**config.mk**
```make
export PLATFORM = sky130hd
export DESIGN_NAME = lamp_driver_flat
export DESIGN_NICKNAME = d
export VERILOG_FILES = /design/src/rtl/lamp_driver_if.sv /design/src/rtl/lamp_driver.sv /design/src/flat_wrapper.sv
export SDC_FILE = /design/constraint.sdc
export NUM_CORES = 1
export LEC_CHECK = 0
export ABC_AREA = 0
export CAP_MARGIN = 15
export CORE_MARGIN = 2
export CORE_UTILIZATION = 60
export DETAILED_ROUTE_END_ITERATION = 8
export GPL_TIMING_DRIVEN = 0
export PLACE_DENSITY = 0.88
export SETUP_SLACK_MARGIN = 0.1
export SLEW_MARGIN = 20
export SYNTH_ARGS = -nofsm -noshare
export SYNTH_HDL_FRONTEND = slang
export SYNTH_SLANG_ARGS = --single-unit
```
**constraint.sdc**
```tcl
create_clock -name clk -period 6.1 [get_ports clk]
set_input_delay 1.525 -clock clk [delete_from_list [all_inputs] [get_ports clk]]
set_output_delay 1.525 -clock clk [all_outputs]
set_load 0.02 [all_outputs]
```
**src/rtl/lamp_driver_if.sv**
```systemverilog
// Command/status bundle between the light-control FSM and the lamp driver.
// The controller owns the master view; the lamp driver owns the slave view.
interface lamp_driver_if #(
    parameter int unsigned LEVEL_W = 8
);
    logic               turn_lamp_on;
    logic               turn_lamp_off;
    logic               lamp_pwm;
    logic               lampstate;
    logic               busy;
    logic               done;
    logic [LEVEL_W-1:0] level;

    modport master (
        output turn_lamp_on,
        output turn_lamp_off,
        input  lamp_pwm,
        input  lampstate,
        input  busy,
        input  done,
        input  level
    );

    modport slave (
        input  turn_lamp_on,
        input  turn_lamp_off,
        output lamp_pwm,
        output lampstate,
        output busy,
        output done,
        output level
    );
endinterface

```
**src/rtl/lamp_driver.sv**
```systemverilog
// Lamp-side responder: soft-start / soft-stop brightness ramp driven by
// on/off level requests, PWM lamp drive, and a done pulse when a ramp settles.
module lamp_driver #(
    parameter int unsigned STEP_CYCLES = 4,
    parameter int unsigned LEVEL_W     = 8
) (
    input logic         clk,
    input logic         reset,
    lamp_driver_if.slave bus
);
    localparam logic [1:0] S_OFF       = 2'd0;
    localparam logic [1:0] S_RAMP_UP   = 2'd1;
    localparam logic [1:0] S_ON        = 2'd2;
    localparam logic [1:0] S_RAMP_DOWN = 2'd3;

    localparam logic [LEVEL_W-1:0] MAX_LEVEL  = '1;
    localparam logic [LEVEL_W-1:0] NEAR_MAX   = MAX_LEVEL - 1'b1;
    localparam logic [LEVEL_W-1:0] ONE_LEVEL  = {{(LEVEL_W-1){1'b0}}, 1'b1};
    localparam logic [15:0]        STEP_LAST  = 16'(STEP_CYCLES - 1);

    logic [1:0]         state;
    logic [LEVEL_W-1:0] level_q;
    logic [LEVEL_W-1:0] pwm_cnt;
    logic [15:0]        step_cnt;
    logic               done_q;
    logic               pwm_q;
    logic               on_req;
    logic               off_req;
    logic               tick;

    // Off wins when both commands are present.
    assign on_req  = bus.turn_lamp_on & ~bus.turn_lamp_off;
    assign off_req = bus.turn_lamp_off;
    assign tick    = (step_cnt == STEP_LAST);

    // Ramp FSM: reversals restart the step timer with level held; the end
    // tests use >= / <= so a ramp reversed right at an end stop still saturates.
    always_ff @(posedge clk or posedge reset) begin
        if (reset) begin
            state    <= S_OFF;
            level_q  <= '0;
            step_cnt <= '0;
            done_q   <= 1'b0;
        end else begin
            done_q <= 1'b0;
            case (state)
                S_OFF: begin
                    if (on_req) begin
                        state    <= S_RAMP_UP;
                        step_cnt <= '0;
                    end
                end
                S_ON: begin
                    if (off_req) begin
                        state    <= S_RAMP_DOWN;
                        step_cnt <= '0;
                    end
                end
                S_RAMP_UP: begin
                    if (off_req) begin
                        state    <= S_RAMP_DOWN;
                        step_cnt <= '0;
                    end else if (tick) begin
                        step_cnt <= '0;
                        if (level_q >= NEAR_MAX) begin
                            level_q <= MAX_LEVEL;
                            state   <= S_ON;
                            done_q  <= 1'b1;
                        end else begin
                            level_q <= level_q + 1'b1;
                        end
                    end else begin
                        step_cnt <= step_cnt + 16'd1;
                    end
                end
                S_RAMP_DOWN: begin
                    if (on_req) begin
                        state    <= S_RAMP_UP;
                        step_cnt <= '0;
                    end else if (tick) begin
                        step_cnt <= '0;
                        if (level_q <= ONE_LEVEL) begin
                            level_q <= '0;
                            state   <= S_OFF;
                            done_q  <= 1'b1;
                        end else begin
                            level_q <= level_q - 1'b1;
                        end
                    end else begin
                        step_cnt <= step_cnt + 16'd1;
                    end
                end
                default: state <= S_OFF;
            endcase
        end
    end

    // Free-running PWM carrier and registered lamp drive.
    always_ff @(posedge clk or posedge reset) begin
        if (reset) begin
            pwm_cnt <= '0;
            pwm_q   <= 1'b0;
        end else begin
            pwm_cnt <= pwm_cnt + 1'b1;
            pwm_q   <= (level_q == MAX_LEVEL) | (pwm_cnt < level_q);
        end
    end

    assign bus.level     = level_q;
    assign bus.lamp_pwm  = pwm_q;
    assign bus.done      = done_q;
    assign bus.lampstate = (state == S_RAMP_UP) | (state == S_ON);
    assign bus.busy      = (state == S_RAMP_UP) | (state == S_RAMP_DOWN);
endmodule

```
**src/flat_wrapper.sv**
```systemverilog
// flat-port wrapper written by rule: the top's interface ports become plain ports
module lamp_driver_flat 
#(
    parameter int unsigned STEP_CYCLES = 4,
    parameter int unsigned LEVEL_W     = 8
)
  (clk, reset, bus_turn_lamp_on, bus_turn_lamp_off, bus_lamp_pwm, bus_lampstate, bus_busy, bus_done, bus_level);
  lamp_driver_if #(.LEVEL_W(LEVEL_W)) bus_i ();
  input logic clk;
  input logic reset;
  input wire logic [$bits(bus_i.turn_lamp_on)-1:0] bus_turn_lamp_on;
  input wire logic [$bits(bus_i.turn_lamp_off)-1:0] bus_turn_lamp_off;
  output wire logic [$bits(bus_i.lamp_pwm)-1:0] bus_lamp_pwm;
  output wire logic [$bits(bus_i.lampstate)-1:0] bus_lampstate;
  output wire logic [$bits(bus_i.busy)-1:0] bus_busy;
  output wire logic [$bits(bus_i.done)-1:0] bus_done;
  output wire logic [$bits(bus_i.level)-1:0] bus_level;
  assign bus_i.turn_lamp_on = bus_turn_lamp_on;
  assign bus_i.turn_lamp_off = bus_turn_lamp_off;
  assign bus_lamp_pwm = bus_i.lamp_pwm;
  assign bus_lampstate = bus_i.lampstate;
  assign bus_busy = bus_i.busy;
  assign bus_done = bus_i.done;
  assign bus_level = bus_i.level;
  lamp_driver #(.STEP_CYCLES(STEP_CYCLES), .LEVEL_W(LEVEL_W)) u_core (.clk(clk), .reset(reset), .bus(bus_i));
endmodule
```
==> reports/qor.csv <==
metric,value,unit
clock root buffer master,clkbuf_8,
number of flops mapped to enable cells by yosys,0,
via count of the first global-routing pass,1980,
Clock power frac,17.8,%
worst rel slew slack,50.96,%
number of inserted filler cells in the final layout,304,
Final min period,3.620,ns
cell depth of the worst hold path,1,
"Avg Cell Area, Syn",9.377,um2
Die Area,4473,um2
y dimension of the die,66.88,um
share of flip-flops with an asynchronous set or reset,100.0,%
Iteration-0 DRC Markers,164,
final antenna-violating net count,0,
crit path max-delay cell type,clkdlybuf4s50_1,
initial antenna violation count,0,
synth-to-layout area growth,12.76,%
CP max FO,10,
clk_skew,0.008332,ns
cell with the most instances after synthesis,dfrtp_1,
Sw Pwr,430.3,uW
critical path start-end classification,reg -> out,
# DRC,0,
multi-input gate area in the final layout,1355,um2
Pleak,0.001188,uW
synthesis warning total,0,
average wire length per cell after detail routing,15.42,um
GR Util All Layers,26.16,%
width of the die,66.88,um
critical path capture point type,output port,
final max-slew violation count,0,
number of clock sinks seen by CTS,36,
clk buf depth,2,
slew at the pin closest to its max-slew limit,0.7346,ns
weighted congestion at the end of routability-driven global placement,0.9024,
PwrDens,370.9,nW/um2
clock transition at the register clock pins on the worst setup and hold paths after CTS,0.07,ns
number of buffers created by CTS,5,
Resized Gates After CTS,0,
first-pass iteration count of the detailed router,4,
total power,992.2,uW
Site Rows,22,
Post-DP HPWL,3564,um
number of failing hold endpoints at the final stage,0,
count of mapped cells out of synthesis,253,
IR Drop Worst-Case VDD,0.3192,mV
CTS tree,done,
number of port buffers,15,
wire length of the first global-routing pass,8935,um
htree depth,2,
fraction of final layout cells with drive strength greater than 1,9.783,%
total grt overflow,0,
Post-Route Setup TNS,0,ns
number of antenna cells inserted,0,
Setup crit start kind,register,
cell types with the largest area share after synthesis,"dfrtp_1, ha_1, o21ai_0",
most instantiated flip-flop cell in the synthesis netlist,dfrtp_1,
maximum number of pins on one net before global-route repair,37,
combined area of all synthesized cells,2372,um2
initial standard-cell utilization of the core,63.37,%
unrepaired setup endpoints after global routing,no,
Post-Route WL,4995,um
total core area,3744,um2
total via count after detailed routing,2049,
number of I/O pins,16,
number of post-CTS setup repair buffers,0,
"Net Count, Synth",275,
CP arrival,2.09,ns
Setup Viol. Count Final,0,
portion of the clock cycle consumed by the worst path in the final layout,59.34,%
number of vias per cell,6.324,
status,"complete, no violations",
Power Internal,562.0,uW
proportion of power drawn by flip-flops and latches,31.1,%
worst stage delay on the critical path,0.59,ns
CP Cell Sequence,ha_1 -> clkbuf_1 -> or2_2 -> clkdlybuf4s50_1,
Logic pwr share,51.1,%
number of hold buffers added after CTS,0,
synthesis-stage register bit count,36,
Sw Ratio,43.36,%
slack of the worst reg-to-reg path,3.67,ns
share of synthesized area occupied by flip-flops and latches,37.97,%
footprint of the flip-flops and latches,900.9,um2
Peak Freq,276.3,MHz
clock insertion delay at the later pin of the skew report,0.30,ns
final-stage net count,297,
depth of the worst register-to-register path,7,
type of the most critical hold path,reg -> reg,
number of max-cap violations,0,
area share of the largest cell type after synthesis,37.97,%
required time at the worst-slack endpoint,4.58,ns
Yosys cell types,53,
most used standard cells in the synthesized netlist,"dfrtp_1, o21ai_0, ha_1",
leading area contributor after synthesis,dfrtp_1,
## cell families after synthesis
kind of cell	count (synthesis)	synth area share (%)
DFF	36	37.97
and+or+nand+nor	86	20.41
AOI/OAI and AO/OA	70	20.62
muxes	3	1.424
adders and majority gates	18	9.494
xor gates and xnor gates	14	5.169
buffers and inverters	26	4.905
## per-layer routing
| metal | vias up | GRT usage, % | wire (um) |
|---|---|---|---|
| li1 | 991 | - | - |
| met1 | 994 | 31.82 | 2210 |
| met2 | 57 | 44.63 | 2473 |
| met3 | 7 | 6.250 | 240 |
| met4 | 0 | 9.949 | 70 |
| met5 | - | 0 | 0 |
## placed cells by master (no fill, tap or decap), types with 2 or more instances in the layout
cell type,Yosys,layout
a21o_1,2,2
a21oi_1,10,10
a22o_1,10,10
a31oi_1,10,10
and2_1,4,4
and3_1,4,4
and4_1,2,2
buf_2,4,4
clkbuf_1,2,2
clkbuf_2,2,2
clkbuf_8,0,6
clkdlybuf4s50_1,0,15
clkinv_2,0,2
dfrtp_1,36,36
ha_1,18,18
inv_1,16,15
mux2_2,3,3
nand2_1,11,11
nand2b_1,5,5
nand3_1,11,11
nand4_1,9,9
nor2_1,13,13
nor3_1,13,13
nor4_1,3,3
o21ai_0,19,19
o221ai_1,2,2
o41ai_1,2,2
or3_1,2,2
xnor2_1,8,8
xor2_1,6,6
## registers in the layout, indices dropped and copies added, names as in the netlist
register	count
u_core.bus.lamp_pwm	1
u_core.step_cnt	16
u_core.bus.level	8
u_core.pwm_cnt	8
u_core.state	2
u_core.bus.done	1
## path summary, 6_finish.rpt
| kind | startpoint | to |
|---|---|---|
| max | u_core.state[1]$_DFFE_PP0P_ | bus_busy |
| min | u_core.step_cnt[15]$_DFFE_PP0P_ | u_core.step_cnt[15]$_DFFE_PP0P_ |
| max reg2reg | u_core.state[1]$_DFFE_PP0P_ | u_core.step_cnt[14]$_DFFE_PP0P_ |
| min reg2reg | u_core.step_cnt[15]$_DFFE_PP0P_ | u_core.step_cnt[15]$_DFFE_PP0P_ |
| max in group asynchronous | reset | u_core.step_cnt[4]$_DFFE_PP0P_ |
| min in group asynchronous | reset | u_core.bus.level[6]$_DFFE_PP0P_ |
## layout make-up
cell class,instances,area share [%]
multi-input cells,191,50.65
flip-flops and latches,36,33.68
repair buffers,15,5.613
clock buffers,6,3.087
inverters,16,2.245
well taps,48,2.245
plain buffers,10,2.105
clock inverters,2,0.3742
## worst max-delay path: cells and delay by family, from the launching register on
family | cells | cell delay, ns
flip-flops | 1 | 0.42
AND/OR/NAND/NOR | 1 | 0.19
buffers and inverters | 2 | 0.99
adder cells (fa/ha/maj) | 1 | 0.20
## power by group through the flow
| stage | Sequential, uW | Combinational [uW] | Clock, uW |
|---|---|---|---|
| floorplan | 321 | 353 | 0 |
| global placement | 309 | 489 | 0 |
| detailed placement | 311 | 501 | 0 |
| CTS | 307 | 505 | 182 |
| global route | 314 | 564 | 191 |
| finish | 309 | 507 | 176 |
## per-stage QoR
step	area, um2	utilization, %	setup slack (ns)	hold slack (ns)	instances
2_1_floorplan	2372	-	3.166	0.4470	253
3_3_place_gp	2582	68.98	2.434	0.4707	316
3_5_place_dp	2582	68.98	2.409	0.4789	316
4_1_cts	2675	71.46	2.492	0.4964	324
5_1_grt	2675	71.46	2.341	0.5306	324
6_report	2675	71.46	2.480	0.4967	324
Note: power is estimated with default switching activity, not from simulation.
